<file path="config.mk">
export PLATFORM = sky130hd
export DESIGN_NAME = rr_arbiter_4
export DESIGN_NICKNAME = d
export VERILOG_FILES = /design/src/rtl/arb_pkg.sv /design/src/rtl/dec_2x4_en.sv /design/src/rtl/rr_arbiter_4.sv
export SDC_FILE = /design/constraint.sdc
export NUM_CORES = 1
export LEC_CHECK = 0
export ABC_AREA = 1
export CORE_ASPECT_RATIO = 0.8
export CORE_UTILIZATION = 35
export DETAILED_ROUTE_END_ITERATION = 10
export HOLD_SLACK_MARGIN = 0.1
export PLACE_DENSITY = 0.69
export SLEW_MARGIN = 20
export SYNTH_ARGS = -nofsm -noshare
export SYNTH_HDL_FRONTEND = slang
export SYNTH_SLANG_ARGS = --single-unit
</file>
<file path="constraint.sdc">
create_clock -name clk -period 1.9 [get_ports clk]
set_input_delay 0.285 -clock clk [delete_from_list [all_inputs] [get_ports clk]]
set_output_delay 0.285 -clock clk [all_outputs]
set_load 0.02 [all_outputs]
</file>
<file path="src/rtl/arb_pkg.sv">
// Shared definitions for the four-way round-robin arbiter: FSM encoding and sizing.
package arb_pkg;

    localparam int N_REQ = 4;
    localparam int IDX_W = 2;

    typedef enum logic [1:0] {
        ST_IDLE  = 2'd0,
        ST_GRANT = 2'd1,
        ST_GAP   = 2'd2
    } state_t;

endpackage

</file>
<file path="src/rtl/dec_2x4_en.sv">
// Purpose: 2-to-4 one-hot decoder with enable; output is all-zero when disabled.
// Latency: purely combinational, zero cycles.
// Backpressure: none, a pure function of its inputs.
module dec_2x4_en (
    input  logic [1:0] sel,
    input  logic       en,
    output logic [3:0] y
);

    assign y = en ? (4'b0001 << sel) : 4'b0000;

endmodule

</file>
<file path="src/rtl/rr_arbiter_4.sv">
// Purpose: round-robin arbiter for four requesters with bounded tenure and a turnaround gap.
// Latency: grant one clock after a request is seen in IDLE; next owner two clocks after a release at the earliest.
// Backpressure: level requests, no latching; owner released by done, dropped req or the hold limit.
module rr_arbiter_4
    import arb_pkg::*;
#(
    parameter int MAX_HOLD = 8,
    parameter int CNT_W    = 4
) (
    input  logic             clk,
    input  logic             rst,
    input  logic [N_REQ-1:0] req,
    input  logic [N_REQ-1:0] done,
    output logic [N_REQ-1:0] gnt,
    output logic [IDX_W-1:0] gnt_idx,
    output logic             gnt_valid,
    output logic             timeout
);

    state_t           state;
    logic [IDX_W-1:0] ptr;
    logic [CNT_W-1:0] hold_cnt;
    logic [IDX_W-1:0] win_idx;
    logic [IDX_W-1:0] cand;
    logic             found;

    logic own_done;
    logic own_drop;
    logic at_limit;
    logic release_now;

    // First requesting index in the order ptr, ptr+1, ptr+2, ptr+3 (mod 4).
    always_comb begin
        win_idx = ptr;
        cand    = ptr;
        found   = 1'b0;
        for (int k = 0; k < N_REQ; k++) begin
            cand = ptr + IDX_W'(k);
            if (!found && req[cand]) begin
                win_idx = cand;
                found   = 1'b1;
            end
        end
    end

    assign own_done    = done[gnt_idx];
    assign own_drop    = !req[gnt_idx];
    assign at_limit    = (hold_cnt == CNT_W'(MAX_HOLD - 1));
    assign release_now = own_done || own_drop || at_limit;

    always_ff @(posedge clk or posedge rst) begin
        if (rst) begin
            state     <= ST_IDLE;
            gnt_idx   <= '0;
            gnt_valid <= 1'b0;
            timeout   <= 1'b0;
            ptr       <= '0;
            hold_cnt  <= '0;
        end else begin
            timeout <= 1'b0;
            case (state)
                ST_IDLE: begin
                    if (|req) begin
                        gnt_idx   <= win_idx;
                        gnt_valid <= 1'b1;
                        hold_cnt  <= '0;
                        state     <= ST_GRANT;
                    end
                end
                ST_GRANT: begin
                    hold_cnt <= hold_cnt + CNT_W'(1);
                    if (release_now) begin
                        gnt_valid <= 1'b0;
                        ptr       <= gnt_idx + IDX_W'(1);
                        // Only a revocation purely by the limit counts as a timeout.
                        timeout   <= at_limit && !own_done && !own_drop;
                        state     <= ST_GAP;
                    end
                end
                ST_GAP: begin
                    state <= ST_IDLE;
                end
                default: begin
                    state <= ST_IDLE;
                end
            endcase
        end
    end

    dec_2x4_en u_dec (
        .sel (gnt_idx),
        .en  (gnt_valid),
        .y   (gnt)
    );

endmodule

</file>
# == After elaboration in Yosys (flattened, before gate mapping) ==
# Index checks and enable logic that the tools add are counted.
# Widths: inputs -> output; s select.
# op_classes
eq_ne,4
n_lt_le_gt_ge,5
shift,1
mux,29
n_reduce_logical,20
addsub,5
# op_table
cell,n
$lt 2x3->1 const B,5
$mux 1,13
$bmux 1 s2,6
$mux 2,5
$mux 4,2
$pmux 4 s2,1
$reduce_and 2->1,4
$logic_and 1x1->1,5
$logic_not 1->1,5
$add 2x1->2 const B,2
$add 2x2->2 const B,2
$add 4x1->4 const B,1
$eq 4x3->1 const B,1
$ne 2x2->1 const B,2
$pmux 2 s2,1
$reduce_or 4->1,1
$shl 1x2->4 const A,1
$reduce_and 3->1,1
$eq 2x1->1 const B,1
$logic_not 2->1,1
$logic_or 1x1->1,2
$pmux 1 s2,1
$reduce_bool 2->1,1
# totals
reg_bits,12
wordCells,70
inputBits,10
output_inout_bits,8

# == Logic depth before layout (Yosys ltp) ==
# Gate-level depths: netlist of the first run.
# depth
depth_word,12
mapped_depth,12
mapped_depth_nobuf,12

# == Hierarchy ==
# Synthesis of the first run repeated with hierarchy kept, for this count alone.
# unflattened
cells_unflattened,128
hier_area_um2,828.3
# by_module_without_submodules
mod,area_per_inst_um2,seq_area_each_um2,cells_each,instances
rr_arbiter_4,798.3,300.3,120,1
dec_2x4_en,30.0,0.0,8,1

# == Worst setup path after synthesis of the first run ==
# No wires, ideal clock.
# synth_timing
path_type,register -> register
startpoint,register gnt_idx[0]
endpoint,register ptr[1]
stages_incl_launch_ff,9
setup_slack_ps,522
required_ps,1773
synth_period_minus_slack_ps,1378
n_path_buf,0
setup_ps,127
t_arrival_ps,1251
path_cell_list,dfrtp_1 inv_1 nand2_1 o221ai_1 nand3_1 nand2_1 inv_1 nand2_1 o21ai_0
# synth_between
elab_chain_len,6
elab_cells_between_ends,9
classes_between,add/sub: 1; mux: 4; reduce/logical: 4
# synth_rtl
item,line_no,text
start: declaration,rr_arbiter_4.sv:15,"output logic [IDX_W-1:0] gnt_idx,"
start signal: assignment,rr_arbiter_4.sv:64,gnt_idx <= win_idx;
$bmux 1 s2,rr_arbiter_4.sv:47,assign own_drop = !req[gnt_idx];
$mux 1 (implied by the code),rr_arbiter_4.sv:47,
$logic_not 1->1,rr_arbiter_4.sv:47,
$logic_or 1x1->1 (2 in a row),rr_arbiter_4.sv:49,assign release_now = own_done || own_drop || at_limit;
$reduce_and 2->1 (no line),--,
end signal: assignment,rr_arbiter_4.sv:74,ptr <= gnt_idx + IDX_W'(1);
end: declaration,rr_arbiter_4.sv:21,logic [IDX_W-1:0] ptr;
# Several ways; a longest one is shown, not always the timed one. The select of a mux whose other input is x is not followed.
# A chain may end at the register's enable or synchronous reset.

# == Worst setup path in the final report of the first run ==
# layout_timing
startpoint,register gnt_idx[1]
endpoint,output port gnt[0]
# layout_between
elab_chain_len,2
# layout_rtl
item,line_no,text
$shl 1x2->4,dec_2x4_en.sv:10,assign y = en ? (4'b0001 << sel) : 4'b0000;
$mux 4,dec_2x4_en.sv:10,
end: declaration,rr_arbiter_4.sv:14,"output logic [N_REQ-1:0] gnt,"
# No other way between the ends.

==> impl_metrics.json, run 1 <==
{
  "status": "completed",
  "fillers": 258,
  "r2r-end": "gnt_idx[1]",
  "die_area_sq_um": 2786,
  "worst-r2r-cell-count": 11,
  "finalInstanceArea_sq_um": 1139,
  "syn-num-nets": 146,
  "finClkSkew_ns": 0.002889,
  "rsz0062_at_grt": "no",
  "rrSetupSlack_ns": 0.34,
  "critical_path_class": "reg -> out",
  "viasPerCell": 4.644,
  "cts_setup_buffers": 0,
  "final_max_slew_viol_count": 0,
  "grt_pass1_vias": 755,
  "crit_path_end_kind": "output port",
  "multi_input_area_sq_um": 523.0,
  "drcViolationCount": 0,
  "netlist_area_sq_um": 902.1,
  "synth_top_cell_by_area": "dfrtp_1",
  "area_growth_pct": 26.21,
  "synth-warning-count": 0,
  "grt_first_pass_wirelength_mm": 3.353,
  "drv_cap": 0,
  "regArea_sq_um": 300.3,
  "clkTransAtPathRegs_ns": 0.07,
  "critPathMaxFanout": 6,
  "fp-row-count": 16,
  "synth-seq-cells": 12,
  "finalCriticalPeriod_ns": 1.717,
  "clock_latency_ns": 0.27,
  "cts_buffers": 3,
  "antenna_cells": 0,
  "p_leak_uw": 0.0006201,
  "grt_antenna_before_repair": 0,
  "detail_route.wl_per_cell_microns": 10.51,
  "htreeDepth": 1,
  "syn_area_per_cell_sq_um": 6.886,
  "postCtsHoldBufs": 0,
  "min_path_type": "in -> async",
  "maxSlewHeadroom": 0.6910,
  "crit_start": "gnt_idx[1]",
  "netlist_instances": 131,
  "fin_nets": 169,
  "seq_area_frac_synth": 0.3329,
  "fin_hold_ws_ns": 0.3185,
  "peakVddDrop_mv": 0.4162,
  "grt_max_degree": 13,
  "seq_power_share": 0.254,
  "numPlacedInstances": 185,
  "p_int_uw": 905.6,
  "clock_sinks": 12,
  "io_buffers": 17,
  "grt_overflow": 0,
  "fp.coreArea_sq_um": 2442,
  "clockPowerShare": 0.082,
  "dpl.hpwl_mm": 1.582,
  "final_cell_mix": "nand2_1 (47), inv_1 (16), nand3_1 (15)",
  "die_x_microns": 58.76,
  "ant_nets": 0,
  "required_ns": 1.62,
  "cts-resized-gates": 4,
  "io_pins": 18,
  "synth.top_cells.by_area": "dfrtp_1 (33%), nand2_1 (20%), nand3_1 (8.3%)",
  "ctsLongestPathBuffers": 2,
  "vias": 873,
  "dpl_cell_area_sq_um": 1121,
  "drive_gt1_frac": 0.1382,
  "powerDensity_nw_per_um2": 1663,
  "critical_path_arrival_ns": 1.43,
  "drtIter0Drc": 59,
  "cts_tree": "yes",
  "cp_slowest_cell": "dfrtp_1",
  "grt.total_usage": 0.1654,
  "first_pass_iters": 4,
  "worst-path-buf-inv": 3,
  "synth.top_cell.area_share": 0.3329,
  "switching_share": 0.5217,
  "cts_root_buffer": "clkbuf_4",
  "clock.fmax_ghz": 0.5825,
  "fin_crit_sh": 0.9035,
  "stdcell_count": 188,
  "totalWireLength_mm": 1.975,
  "cp_common_cell": "inv_1",
  "synth_cell_types": 16,
  "max_stage_delay_ns": 0.45,
  "worstPathCellList": "inv_1 -> ha_1 -> nand2_1 -> inv_1 -> dlygate4sd2_1",
  "hold_viol": 0,
  "worstMarginPinSlew_ns": 0.4629,
  "setup_viol": 0,
  "r2r-start": "ptr[0]",
  "final_common_cell": "nand2_1",
  "initial_core_util": 0.3694,
  "gp_congestion": 0.8288,
  "cp-start-kind": "register",
  "setup_tns_ns": 0,
  "crit_family": "buffers and inverters",
  "die_h_microns": 47.41,
  "p_comb_frac": 0.664,
  "switchingPower_uw": 988.0
}
==> state kept, by name, summed over array words and instances, names as in the netlist <==
register / flops
gnt_valid: 1
hold_cnt: 4
state: 2
gnt_idx: 2
ptr: 2
timeout: 1
==> power groups by stage <==
| stage | Combinational [uW] | Clock (uW) | Sequential, uW |
|---|---|---|---|
| after floorplan | 923 | 0 | 493 |
| after global placement | 1270 | 0 | 484 |
| after global routing | 1450 | 174 | 504 |
| after CTS | 1270 | 160 | 483 |
| after detailed placement | 1290 | 0 | 488 |
| final | 1260 | 155 | 482 |
==> cells in the mapped netlist, drive strengths merged <==
library cell	count
o221ai	2
a21oi	2
o21ai	8
buf	1
nand3	16
dfrtp	12
inv	18
nor2	8
ha	5
nand2	59
==> worst register-to-register path: cells and delay by family (launching register included) <==
kind          cells  cell delay [ns]
simple gates     10             0.80
flops             1             0.50
buf+inv           1             0.14
==> metal layers <==
layer / vias to the layer above / routed length [microns] / share of wire / track usage
met4: 0 / 17 / 0.0086 / 0.02857
met2: 19 / 957 / 0.48 / 0.2864
met3: 2 / 86 / 0.044 / 0.04054
met5: - / 0 / 0 / 0
li1: 455 / - / - / -
met1: 397 / 915 / 0.46 / 0.2170
==> cell type report <==
class                   count  share of cell area
repair buffers             19              0.1582
well taps                  36             0.03956
inverters                  18             0.05934
multi-input cells         100              0.4593
clock buffers               3             0.01978
flip-flops and latches     12              0.2637
==> kinds of logic after synthesis <==
logic type / Yosys count / share of synthesized area
adders and majority gates: 5 / 0.06935
AOI/OAI and AO/OA: 12 / 0.07489
DFF: 12 / 0.3329
and+or+nand+nor: 83 / 0.4355
buffers and inverters: 19 / 0.08738
==> through the flow <==
stage | setup slack, ns | power [uW] | utilization
global placement | 0.1904 | 1758 | 0.4590
floorplan | 0.5221 | 1416 | -
finish | 0.1834 | 1894 | 0.4662
global route | 0.06610 | 2124 | 0.4662
detailed placement | 0.1870 | 1776 | 0.4590
CTS | 0.1679 | 1909 | 0.4662
==> how the worst max path moves through the flow <==
stage | end | slack (ns) | depth (start not counted)
global route | gnt[0] | 0.07 | 5
detailed placement | gnt_idx[1] | 0.19 | 11
finish | gnt[0] | 0.18 | 5
global placement | gnt_idx[1] | 0.19 | 11
CTS | gnt[0] | 0.17 | 5
floorplan | ptr[1] | 0.52 | 8
(Power assumes the default switching activity.)
==> run 2: changes to the inputs <==
--- a/config.mk
+++ b/config.mk
@@ -6,7 +6,6 @@
 export NUM_CORES = 1
 export LEC_CHECK = 0
 export ABC_AREA = 1
-export CORE_ASPECT_RATIO = 0.8
 export CORE_UTILIZATION = 35
 export DETAILED_ROUTE_END_ITERATION = 10
 export HOLD_SLACK_MARGIN = 0.1
==> impl_metrics.json, run 2 (synthesis gave the netlist of run 1 again) <==
{
  "die_x_microns": 52.77,
  "p_int_uw": 905.5,
  "powerDensity_nw_per_um2": 1669,
  "regArea_sq_um": 300.3,
  "p_comb_frac": 0.663,
  "htreeDepth": 1,
  "worst-path-buf-inv": 3,
  "ctsLongestPathBuffers": 2,
  "vias": 877,
  "grt_first_pass_wirelength_mm": 3.187,
  "worstMarginPinSlew_ns": 0.4562,
  "finalCriticalPeriod_ns": 1.714,
  "cts_tree": "yes",
  "worstPathCellList": "inv_1 -> ha_1 -> nand2_1 -> inv_1 -> dlygate4sd2_1",
  "critPathMaxFanout": 6,
  "fp-row-count": 18,
  "fin_crit_sh": 0.9021,
  "fillers": 258,
  "dpl.hpwl_mm": 1.576,
  "ant_nets": 0,
  "antenna_cells": 0,
  "switching_share": 0.5203,
  "final_max_slew_viol_count": 0,
  "drtIter0Drc": 19,
  "seq_power_share": 0.255,
  "viasPerCell": 4.819,
  "fp.coreArea_sq_um": 2455,
  "clkTransAtPathRegs_ns": 0.07,
  "finalPower_uw": 1888,
  "p_leak_uw": 0.0006201,
  "fin_nets": 169,
  "grt.total_usage": 0.1587,
  "switchingPower_uw": 982.3,
  "cp-start-kind": "register",
  "crit_family": "buffers and inverters",
  "multi_input_area_sq_um": 523.0,
  "clock_latency_ns": 0.27,
  "cp_slowest_cell": "dfrtp_1",
  "largest_register_ffs": 4,
  "io_pins": 18,
  "clock_sinks": 12,
  "area_growth_pct": 25.38,
  "final_common_cell": "nand2_1",
  "maxSlewHeadroom": 0.6955,
  "drv_cap": 0,
  "clock.fmax_ghz": 0.5834,
  "clockPowerShare": 0.081,
  "largest-register": "hold_cnt",
  "cts_root_buffer": "clkbuf_4",
  "critical_path_arrival_ns": 1.43,
  "first_pass_iters": 4,
  "critical_path_class": "reg -> out",
  "grt_max_degree": 13,
  "drcViolationCount": 0,
  "cts_setup_buffers": 0,
  "detail_route.wl_per_cell_microns": 10.90,
  "postCtsHoldBufs": 0,
  "gp_congestion": 0.7820,
  "rsz0062_at_grt": "no",
  "peakVddDrop_mv": 0.7461,
  "setup_tns_ns": 0,
  "hold_viol": 0,
  "cts_buffers": 3,
  "initial_core_util": 0.3675,
  "grt_pass1_vias": 767,
  "setup_viol": 0,
  "die_area_sq_um": 2785,
  "grt_overflow": 0,
  "cp_common_cell": "inv_1",
  "io_buffers": 17,
  "min_path_type": "in -> async",
  "finClkSkew_ns": 0.002728,
  "drive_gt1_frac": 0.1382,
  "die_h_microns": 52.77,
  "crit_path_end_kind": "output port",
  "max_stage_delay_ns": 0.45,
  "grt_antenna_before_repair": 0,
  "final_cell_mix": "nand2_1 (47), inv_1 (16), nand3_1 (15)",
  "totalWireLength_mm": 1.983,
  "status": "completed",
  "required_ns": 1.62
}
## run 2: cell type report
cell class | count | area share
multi-input cells | 100 | 0.4624
flip-flops and latches | 12 | 0.2655
repair buffers | 19 | 0.1593
inverters | 18 | 0.05973
well taps | 30 | 0.03319
clock buffers | 3 | 0.01991
## run 2: worst register-to-register path, delay by kind of cell, from the launching register on
family / cells / cell delay, ns
and+or+nand+nor: 10 / 0.82
DFF: 1 / 0.53
buffers and inverters: 1 / 0.14
## run 2: path summary, 6_finish.rpt
kind / from / to / slack, ns / cells past startpoint
max: gnt_idx[1] / gnt[1] / 0.19 / 5
min: rst / ptr[0] / 0.32 / 2
max reg2reg: ptr[0] / gnt_idx[1] / 0.30 / 11
min reg2reg: hold_cnt[0] / hold_cnt[0] / 0.53 / 1
max in group asynchronous: rst / hold_cnt[1] / 1.27 / 2
min in group clk: hold_cnt[0] / hold_cnt[0] / 0.53 / 1
## run 2: metal layers
metal	global-route usage	vias up	wire length [microns]
li1	-	452	-
met1	0.1761	409	893
met2	0.2932	14	998
met3	0.05217	2	83
met4	0.02632	0	9
met5	0	-	0
## run 2: timing repair
item / 4_1_cts / 5_1_grt
gates resized for setup: 4 / 0
setup endpoints to repair: 4 / 0
endpoints found under the hold margin: 0 / 0
## run 2: power groups by stage
stage	combinational [uW]	sequential (uW)	clock [uW]
final	1250	482	154
after global routing	1400	501	169
after CTS	1260	483	159
after detailed placement	1290	488	0
after global placement	1280	484	0
after floorplan	923	493	0
## run 2: stage by stage
step	cell area, sq um	setup WS (ns)	util	instances	hold WS, ns
global route	1131	0.08557	0.4608	182	0.3761
floorplan	902.1	0.5221	-	131	0.1497
finish	1131	0.1860	0.4608	182	0.3156
CTS	1131	0.1793	0.4608	182	0.3330
global placement	1114	0.1873	0.4536	179	0.4958
detailed placement	1114	0.1719	0.4536	179	0.5133
==> run 3: changes to the inputs <==
--- a/config.mk
+++ b/config.mk
@@ -7,6 +7,7 @@
 export LEC_CHECK = 0
 export ABC_AREA = 1
 export CORE_UTILIZATION = 35
+export CTS_CLUSTER_DIAMETER = 80
 export DETAILED_ROUTE_END_ITERATION = 10
 export HOLD_SLACK_MARGIN = 0.1
 export PLACE_DENSITY = 0.69
==> constraint.sdc (replaced) <==
create_clock -name clk -period 1.9 [get_ports clk]
set_input_delay 0.285 -clock clk [delete_from_list [all_inputs] [get_ports clk]]
set_output_delay 0.285 -clock clk [all_outputs]
set_load 0.005 [all_outputs]
==> impl_metrics.json, run 3 (synthesis gave the netlist of run 1 again) <==
{
  "status": "completed",
  "critical_path_arrival_ns": 1.56,
  "final_cell_mix": "nand2_1 (47), clkdlybuf4s50_1 (16), nand3_1 (15)",
  "critical_path_class": "reg -> out",
  "ant_nets": 0,
  "maxSlewHeadroom": 0.6958,
  "io_pins": 18,
  "finClkSkew_ns": 0.008566,
  "numPlacedInstances": 179,
  "gp_congestion": 0.7515,
  "grt_first_pass_wirelength_mm": 3.512,
  "hold_viol": 0,
  "grt_pass1_vias": 832,
  "grt.total_usage": 0.1741,
  "ctsLongestPathBuffers": 2,
  "clock_latency_ns": 0.28,
  "fin_hold_ws_ns": 0.3065,
  "setup_viol": 0,
  "fillers": 262,
  "fin_crit_sh": 0.9734,
  "die_area_sq_um": 2785,
  "met1_usage": 0.1947,
  "clock.fmax_ghz": 0.5407,
  "first_pass_iters": 5,
  "largest-register": "hold_cnt",
  "antenna_cells": 0,
  "crit_path_end_kind": "output port",
  "grt_overflow": 0,
  "cp-start-kind": "register",
  "fp-row-count": 18,
  "drv_cap": 0,
  "finalInstanceArea_sq_um": 1191,
  "use_met3": 0.02029,
  "dpl_cell_area_sq_um": 1114,
  "critPathMaxFanout": 4,
  "p_leak_uw": 0.0006452,
  "die_x_microns": 52.77,
  "final_common_cell": "nand2_1",
  "drive_gt1_frac": 0.1962,
  "stdcell_count": 188,
  "cts_tree": "yes",
  "initial_core_util": 0.3675,
  "grt_antenna_before_repair": 0,
  "htreeDepth": 1,
  "fp.coreArea_sq_um": 2455,
  "drcViolationCount": 0,
  "finalPower_uw": 1957,
  "die_h_microns": 52.77,
  "viasPerCell": 4.952,
  "grt_max_degree": 13,
  "required_ns": 1.62,
  "worstMarginPinSlew_ns": 0.4557,
  "peakVddDrop_mv": 0.6809,
  "vias": 931,
  "dpl.hpwl_mm": 1.685,
  "top_usage_layer": "met2",
  "detail_route.wl_per_cell_microns": 11.54,
  "cts_buffers": 3,
  "clock_sinks": 12,
  "fin_nets": 175,
  "area_growth_pct": 32.04,
  "setup_tns_ns": 0,
  "min_path_type": "in -> async",
  "worst-r2r-cell-count": 9,
  "totalWireLength_mm": 2.170,
  "clkTransAtPathRegs_ns": 0.07,
  "finalCriticalPeriod_ns": 1.849,
  "powerDensity_nw_per_um2": 1643,
  "largest_register_ffs": 4,
  "use_met2": 0.3291,
  "io_buffers": 17,
  "drtIter0Drc": 16,
  "final_max_slew_viol_count": 0,
  "cts_root_buffer": "clkbuf_4"
}
==> run 3: critical path, stage by stage (launching register included) <==
cell and delay, ns:
dfrtp_1 0.44, buf_6 0.14, ha_1 0.18, nand2_1 0.06, inv_1 0.04, clkdlybuf4s50_1 0.44
==> run 3: per-layer routing <==
| metal | wire, microns | vias to the layer above |
|---|---|---|
| li1 | - | 467 |
| met1 | 891 | 443 |
| met2 | 1173 | 16 |
| met3 | 62 | 5 |
| met4 | 42 | 0 |
| met5 | 0 | - |
==> run 3: final timing paths <==
path | start | to | slack, ns
max | gnt_idx[0] | gnt[1] | 0.05
max in group asynchronous | rst | gnt_idx[1] | 1.24
min in group clk | hold_cnt[0] | hold_cnt[0] | 0.52
min | rst | hold_cnt[2] | 0.31
max reg2reg | gnt_idx[0] | ptr[1] | 0.28
min reg2reg | hold_cnt[0] | hold_cnt[0] | 0.52
==> run 3: power by group <==
part | internal (uW) | total, uW | switching, uW
clock network | 73.4 | 155 | 81.4
logic | 575 | 1310 | 739
registers | 365 | 488 | 123
==> run 3: stage by stage <==
stage	util	setup slack [ns]
2_1_floorplan	-	0.5839
3_3_place_gp	0.4536	0.1378
3_5_place_dp	0.4536	0.1261
4_1_cts	0.4628	0.006491
5_1_grt	0.4852	-0.004129
6_report	0.4852	0.05050
==> run 3: what timing repair did <==
action	CTS	global route
setup buffers	0	6
endpoints found under the hold margin	0	0
hold buffers	0	0
resized for setup	1	5
setup endpoints to repair	2	3
==> run 3: final cells by class <==
| class | count | area [sq um] | area share |
|---|---|---|---|
| repair buffers | 25 | 236.5 | 0.1985 |
| well taps | 30 | 37.54 | 0.03151 |
| multi-input cells | 100 | 525.5 | 0.4412 |
| inverters | 18 | 67.56 | 0.05672 |
| clock buffers | 3 | 22.52 | 0.01891 |
| flip-flops and latches | 12 | 301.5 | 0.2532 |
